===== src/rtl/cpu_pkg.sv =====
// rtl/cpu_pkg.sv - shared cpu datapath constants
// Default register-file geometry and the decoder's read-port roles.
package cpu_pkg;

  localparam int DATA_W     = 32;
  localparam int REG_ADDR_W = 4;
  localparam int RF_NUM_RD  = 3;

  // Read-port roles as wired by the decoder.
  localparam int RD_SRC = 0;
  localparam int RD_TMP = 1;
  localparam int RD_DST = 2;

  typedef logic [REG_ADDR_W-1:0] reg_addr_t;

endpackage


===== src/rtl/rf_scoreboard.sv =====
// rtl/rf_scoreboard.sv - per-register busy bits for pending writes
// A new producer (set) outranks a retiring one (clear) on the same register.
module rf_scoreboard #(
  parameter int ADDR_W  = 4,
  parameter bit ZERO_R0 = 1'b1
) (
  input  logic                 clk,
  input  logic                 rst,
  input  logic                 sb_set,
  input  logic [ADDR_W-1:0]    sb_addr,
  input  logic                 clr_en,
  input  logic [ADDR_W-1:0]    clr_addr,
  output logic [2**ADDR_W-1:0] busy_vec
);
  import cpu_pkg::*;

  localparam int NUM_REGS = 2**ADDR_W;

  logic [NUM_REGS-1:0] busy_q;
  logic [NUM_REGS-1:0] busy_next;

  always_comb begin
    busy_next = busy_q;
    if (clr_en) busy_next[clr_addr] = 1'b0;
    if (sb_set) busy_next[sb_addr] = 1'b1;
    if (ZERO_R0) busy_next[0] = 1'b0;
  end

  always_ff @(posedge clk) begin
    if (rst) busy_q <= '0;
    else     busy_q <= busy_next;
  end

  assign busy_vec = busy_q;

endmodule


===== src/rtl/reg_file_mp.sv =====
// rtl/reg_file_mp.sv - parametrised multi-port register file
// Combinational reads with optional write bypass, hardwired R0 and busy scoreboard.
module reg_file_mp #(
  parameter int DATA_W  = cpu_pkg::DATA_W,
  parameter int ADDR_W  = cpu_pkg::REG_ADDR_W,
  parameter int NUM_RD  = cpu_pkg::RF_NUM_RD,
  parameter bit ZERO_R0 = 1'b1,
  parameter bit BYPASS  = 1'b1
) (
  input  logic                     sys_clk,
  input  logic                     sys_rst,
  input  logic [NUM_RD*ADDR_W-1:0] rd_addr,
  output logic [NUM_RD*DATA_W-1:0] rd_data,
  output logic [NUM_RD-1:0]        rd_busy,
  input  logic                     wr_en,
  input  logic [ADDR_W-1:0]        wr_addr,
  input  logic [DATA_W-1:0]        wr_data,
  input  logic                     sb_set,
  input  logic [ADDR_W-1:0]        sb_addr,
  output logic [2**ADDR_W-1:0]     busy_vec
);
  import cpu_pkg::*;

  localparam int NUM_REGS = 2**ADDR_W;

  logic [DATA_W-1:0] regs [NUM_REGS];
  logic              wr_commit;

  assign wr_commit = wr_en && !(ZERO_R0 && (wr_addr == '0));

  always_ff @(posedge sys_clk) begin
    if (sys_rst) begin
      for (int n = 0; n < NUM_REGS; n++) regs[n] <= '0;
    end else if (wr_commit) begin
      regs[wr_addr] <= wr_data;
    end
  end

  rf_scoreboard #(
    .ADDR_W  (ADDR_W),
    .ZERO_R0 (ZERO_R0)
  ) u_scoreboard (
    .clk      (sys_clk),
    .rst      (sys_rst),
    .sb_set   (sb_set),
    .sb_addr  (sb_addr),
    .clr_en   (wr_en),
    .clr_addr (wr_addr),
    .busy_vec (busy_vec)
  );

  for (genvar g = 0; g < NUM_RD; g++) begin : g_rd
    logic [ADDR_W-1:0] addr;
    logic              is_zero;
    logic              fwd;
    logic [DATA_W-1:0] data;
    logic              busy;

    assign addr    = rd_addr[g*ADDR_W +: ADDR_W];
    assign is_zero = ZERO_R0 && (addr == '0);
    assign fwd     = BYPASS && wr_en && (wr_addr == addr);

    // A retiring write frees the register this cycle unless a new producer claims it.
    always_comb begin
      data = regs[addr];
      busy = busy_vec[addr];
      if (is_zero) begin
        data = '0;
        busy = 1'b0;
      end else if (fwd) begin
        data = wr_data;
        busy = sb_set && (sb_addr == addr);
      end
    end

    assign rd_data[g*DATA_W +: DATA_W] = data;
    assign rd_busy[g]                  = busy;
  end

endmodule


===== config.mk =====
export PLATFORM = sky130hd
export DESIGN_NAME = reg_file_mp
export DESIGN_NICKNAME = d
export VERILOG_FILES = /design/src/rtl/cpu_pkg.sv /design/src/rtl/rf_scoreboard.sv /design/src/rtl/reg_file_mp.sv
export SDC_FILE = /design/constraint.sdc
export NUM_CORES = 1
export LEC_CHECK = 0
export CAP_MARGIN = 40
export CORE_MARGIN = 5
export CORE_UTILIZATION = 60
export DETAILED_ROUTE_END_ITERATION = 10
export DONT_BUFFER_PORTS = 1
export GPL_TIMING_DRIVEN = 0
export PLACE_DENSITY = 0.76
export SYNTH_ARGS = -nofsm -noshare
export SYNTH_HDL_FRONTEND = slang
export SYNTH_SLANG_ARGS = --single-unit

===== constraint.sdc =====
create_clock -name sys_clk -period 5.5 [get_ports sys_clk]
set_input_delay 1.1 -clock sys_clk [delete_from_list [all_inputs] [get_ports sys_clk]]
set_output_delay 1.1 -clock sys_clk [all_outputs]
set_load 0.03 [all_outputs]

## After elaboration in Yosys (flattened, before gate mapping)

Memory sizes are Yosys's and may differ from the RTL's.
Index checks and enable logic that the tools add are counted.

| word-level totals | value |
|---|---|
| bits in registers | 16 |
| memory bits (writable) | 512 |
| output and inout bits | 115 |
| bits of input ports | 56 |
| memories | 1 |

Memories:

| memory | words | width | rd ports | clocked after memory_dff | wr ports | line | source |
|---|---|---|---|---|---|---|---|
| regs | 16 | 32 | 3 | 0 | 16 | reg_file_mp.sv:26 | `logic [DATA_W-1:0] regs [NUM_REGS];` |

| cells by class | value |
|---|---|
| order comparisons | 7 |
| equal/unequal tests | 6 |
| mux-type cells | 32 |
| bitwise logic cells | 3 |
| reductions and logical operators | 15 |

Operators by type and width:

| cell | count |
|---|---|
| $mux W32 | 7 |
| $mux W16 | 2 |
| $reduce_or A32 Y1 | 1 |
| $lt A4 B5 Y1 const B | 5 |
| $eq A4 B4 Y1 | 6 |
| $mux W1 | 17 |
| $and A16 B16 Y16 | 1 |
| $logic_not A4 Y1 | 4 |
| $not A16 Y16 | 1 |
| $or A16 B16 Y16 | 1 |
| $bmux W1 S4 | 3 |
| $logic_and A1 B1 Y1 | 9 |
| $demux W1 S4 | 2 |
| $ge A4 B1 Y1 const B | 2 |
| $mux W4 | 1 |
| $logic_not A1 Y1 | 1 |

## Longest topological paths before layout

| depth | value |
|---|---|
| depth in word-level cells | 9 |
| mapped depth | 9 |
| gate-level depth less buffers | 5 |

## Hierarchy

From an unflattened synthesis, not the netlist that was laid out.

| unflattened totals | value |
|---|---|
| cells, all modules | 2292 |
| area total of the unflattened synthesis | 33698.6 um^2 |

Modules (own cells, without submodules):

| module | cells an instance | instances | area each (um^2) |
|---|---|---|---|
| reg_file_mp | 2226 | 1 | 33086.7 |
| rf_scoreboard | 66 | 1 | 611.8 |

## Least setup slack after synthesis

Ideal clock, no wire load.

| timing path | value |
|---|---|
| path type | input to register |
| from | in wr_addr[2] |
| to | mem regs[8][0], enable pin |
| slack | 1.069 ns |
| data required time | 5.028 ns |
| library setup time | 0.472 ns |
| stages on the path | 3 |
| data arrival time | 3.959 ns |
| path buffers | 1 |
| cells stage by stage | buf_2 -> nand3b_1 -> o31ai_1 |

RTL lines:

| item | line | source |
|---|---|---|
| start: declaration | reg_file_mp.sv:16 | `input logic [ADDR_W-1:0] wr_addr,` |
| end: declaration | reg_file_mp.sv:26 |  |

## Worst setup path in the final report

| timing path | value |
|---|---|
| from | in rd_addr[10] |
| to | out rd_data[80] |

| on the way | value |
|---|---|
| word-level cells in the longest chain between the ends | 4 |

RTL lines:

| item | line | source |
|---|---|---|
| start: declaration | reg_file_mp.sv:12 | `input logic [NUM_RD*ADDR_W-1:0] rd_addr,` |
| parallel branches: the longest is 3 deep, another holds $mem_v2 Z16 W32 | -- |  |
| $mux W32 (*) | reg_file_mp.sv:67 | `if (is_zero) begin` |
| end: declaration | reg_file_mp.sv:13 | `output logic [NUM_RD*DATA_W-1:0] rd_data,` |

Mark *: on every way between the ends.

==> flow_summary.yaml <==
critical_path:
  worstReg2RegEnd: "u_scoreboard.busy_vec[13]$_SDFF_PP0_"
  crit_family: "buffers and inverters"
  rr_worst_depth: 2
  cpMostUsedCell: "clkbuf_1"
  slowest_delay_ns: 0.83
  cpMaxStageDelayCell: "clkbuf_1"
  critPathCaptureType: "output pin"
  criticalPathCategory: "input port to output pin"
  crit_buf_inv: 4
  r2r_slack_ns: 4.41
  cp-start-kind: "input port"
  cp.required_ns: 4.40
  crit_chain: "buf_2 > or2_1 > clkbuf_1 > clkbuf_1 > o22ai_1 > o31ai_1 > buf_4"
  critPathMaxFanout: 10
  cp.arrival_ns: 4.05
  r2r_start: "u_scoreboard.busy_vec[13]$_SDFF_PP0_"
sta:
  finalWorstPathRequiredPeriod_ns: 5.15
  finalCritPeriodShare_pct: 93.6
  relSlewSlack_pct: 31.2
  tightest_slew_ns: 1.03
  rsz0062_at_grt: "no"
  fmax_mhz: 194
  fin_hold_ws_ns: 0.625
  drv_slew: 0
  tns_ns: 0
  hold_viol: 0
  fin_skew_ns: 0
  finalSetupViolCount: 0
worst_hold_path:
  hold_path_depth: 1
  holdCritPathClass: "input port to flop"
  min-delay-start: "wr_data[1]"
  min_to: "regs[14][1]$_SDFFCE_PN0P_"
cts:
  cts_tree: "yes"
  cts_sinks: 527
  cts_resized: 0
  postCtsSetupBuffers: 0
  root_buffer: "clkbuf_16"
  cts.reportedPaths.clkPinSlew_ns: 0.07
  clk_latency_ns: 0.66
  h-tree-depth: 2
  cts_buffers: 57
  postCtsHoldBufs: 0
  clock_path_buffers: 3
floorplan:
  die_w_um: 242
  coreArea_sq_mm: 0.0537
  placementRows: 85
  die_area_sq_mm: 0.0588
  start_util_pct: 60.3
  io_pins: 171
  fp.dieH_um: 242
power_and_ir_drop:
  power.density_mw_per_mm2: 295
  leakagePower_nw: 12.3
  max-vdd-ir-drop_v: 0.000253
placed_design:
  place_congestion: 0.960
  dp_hpwl_mm: 83.9
  port_buffers: 0
run:
  drv_cap: 0
global_routing:
  track_usage_pct: 39.6
  antenna_found_initial: 2
  grt_max_degree: 20
  grt_pass1_vias: 24800
  grt_pass1_wl_mm: 169
  grt_overflow_total: 0
finish:
  fillerInstances: 3614
  drive_gt1_share_pct: 27.7
  seq_area_sq_mm: 0.0157
  syn2layout_area_growth_pct: 11.9
  nNetsFinal: 2450
  multiInputGateArea_sq_mm: 0.0157
synth:
  synthArstFlopShare_pct: 0
  ys_seq_elements: 527
  yosysSeqAreaShare_pct: 48.4
  synth_edf_count: 512
  syn_inst: 2237
  yosysWarnings: 0
  synthFlopType: "edfxtp_1"
  syn_avg_cell_area_sq_um: 14.5
  ys_types: 52
  syn_area_sq_mm: 0.0324
route:
  vias_per_cell: 7.83
  detail-route-antenna-nets: 0
  vias: 24600
  wl_mm: 119
  firstDrtPassIters: 8
  drc: 0
  avgRoutedWirePerCell_um: 37.8
  dr.first_iter.drc_count: 4675
status:
  outcome: "finished, final reports clean"
==> synthesized netlist by cell type (all sizes together), types with 2 or more instances <==
cell type / count / share of area (%)
o22ai: 186 / 3.6
and2b: 2 / 0.046
o21a: 2 / 0.046
o21ai: 31 / 0.48
a221oi: 3 / 0.081
a22o: 62 / 1.7
nor2b: 11 / 0.21
nand3: 14 / 0.23
nand4: 3 / 0.058
and2: 480 / 9.3
nand3b: 2 / 0.046
nand2: 62 / 0.73
nor2: 82 / 0.95
edfxtp: 512 / 47
buf: 114 / 2.5
mux4: 393 / 27
a21oi: 19 / 0.33
a211oi: 2 / 0.046
nand2b: 13 / 0.25
xnor2: 12 / 0.32
o31ai: 34 / 0.79
inv: 8 / 0.093
dfxtp: 15 / 0.93
mux2i: 3 / 0.093
clkbuf: 134 / 1.6
xor2: 9 / 0.24
mux2: 2 / 0.069
o311ai: 3 / 0.081
a211o: 2 / 0.054
nor3: 8 / 0.19
or3: 2 / 0.039
or2: 4 / 0.077
==> layout make-up <==
cell class / count / share of cell area (%)
Sequential cell: 527 / 43.2
Antenna cell: 1 / 0.00690
Inverter: 8 / 0.0828
Clock buffer: 73 / 4.16
Buffer: 248 / 3.62
Timing Repair Buffer: 66 / 2.51
Multi-Input combinational cell: 1486 / 43.2
Clock inverter: 31 / 0.814
Tap cell: 696 / 2.40
==> layout by cell type (no fill, tap or decap), types with 15 or more instances in the layout <==
cell,count
a22o_1,62
o31ai_1,31
conb_1,33
o21ai_0,18
o22ai_1,186
and2_1,480
clkbuf_1,139
buf_4,43
a21oi_1,16
mux4_2,393
buf_2,75
clkinv_1,17
clkbuf_16,58
nand2_1,59
nor2_1,82
edfxtp_1,512
buf_6,26
dfxtp_1,15
buf_16,17
==> report_power, final <==
group          internal [mW]  switching (mW)
clock network           2.16            1.70
logic                  0.818            1.19
registers               4.65           0.187
total                   7.63            3.08
==> through the flow <==
step | cells | utilization [%] | cell area [sq um] | setup slack [ns] | power [mW]
6_report | 3136 | 67.5 | 36300 | 0.352 | 10.7
5_1_grt | 3135 | 67.5 | 36300 | 0.477 | 10.9
4_1_cts | 3133 | 67.5 | 36200 | 0.644 | 10.6
3_5_place_dp | 3029 | 64.1 | 34400 | 0.646 | 6.85
3_3_place_gp | 2965 | 62.2 | 33400 | -2.40 | 6.69
2_1_floorplan | 2269 | - | 32500 | 1.07 | 6.21
==> per-layer routing <==
| layer | vias up | GRT usage [%] | routed length (um) |
|---|---|---|---|
| li1 | 9245 | - | - |
| met1 | 12100 | 50.2 | 37200 |
| met2 | 2617 | 59.5 | 52700 |
| met3 | 649 | 16.4 | 20600 |
| met4 | 2 | 20.2 | 8090 |
| met5 | - | 0 | 7 |
==> cells by family after synthesis <==
| logic type | after synthesis | share of synthesized area [%] |
|---|---|---|
| compound gates | 347 | 7.25 |
| xor+xnor | 21 | 0.568 |
| buf+inv | 256 | 4.14 |
| flops | 527 | 48.4 |
| mux | 398 | 27.5 |
| other cells | 1 | 0.0116 |
| simple gates | 687 | 12.2 |
==> how the worst max path moves through the flow <==
stage / startpoint / end / slack [ns] / depth (start not counted)
2_1_floorplan: wr_addr[2] / regs[8][0]$_SDFFCE_PN0P_ / 1.07 / 3
3_3_place_gp: wr_addr[3] / u_scoreboard.busy_vec[4]$_SDFF_PP0_ / -2.40 / 4
3_5_place_dp: rd_addr[10] / rd_data[80] / 0.65 / 7
4_1_cts: rd_addr[10] / rd_data[80] / 0.64 / 7
5_1_grt: rd_addr[10] / rd_data[80] / 0.48 / 7
6_report: rd_addr[10] / rd_data[80] / 0.35 / 7
==> flip-flops by register name, indices dropped and copies added, names as in the netlist <==
name and count:
regs 512, u_scoreboard.busy_vec 15
No activity file was read; power rests on OpenSTA's default activity.
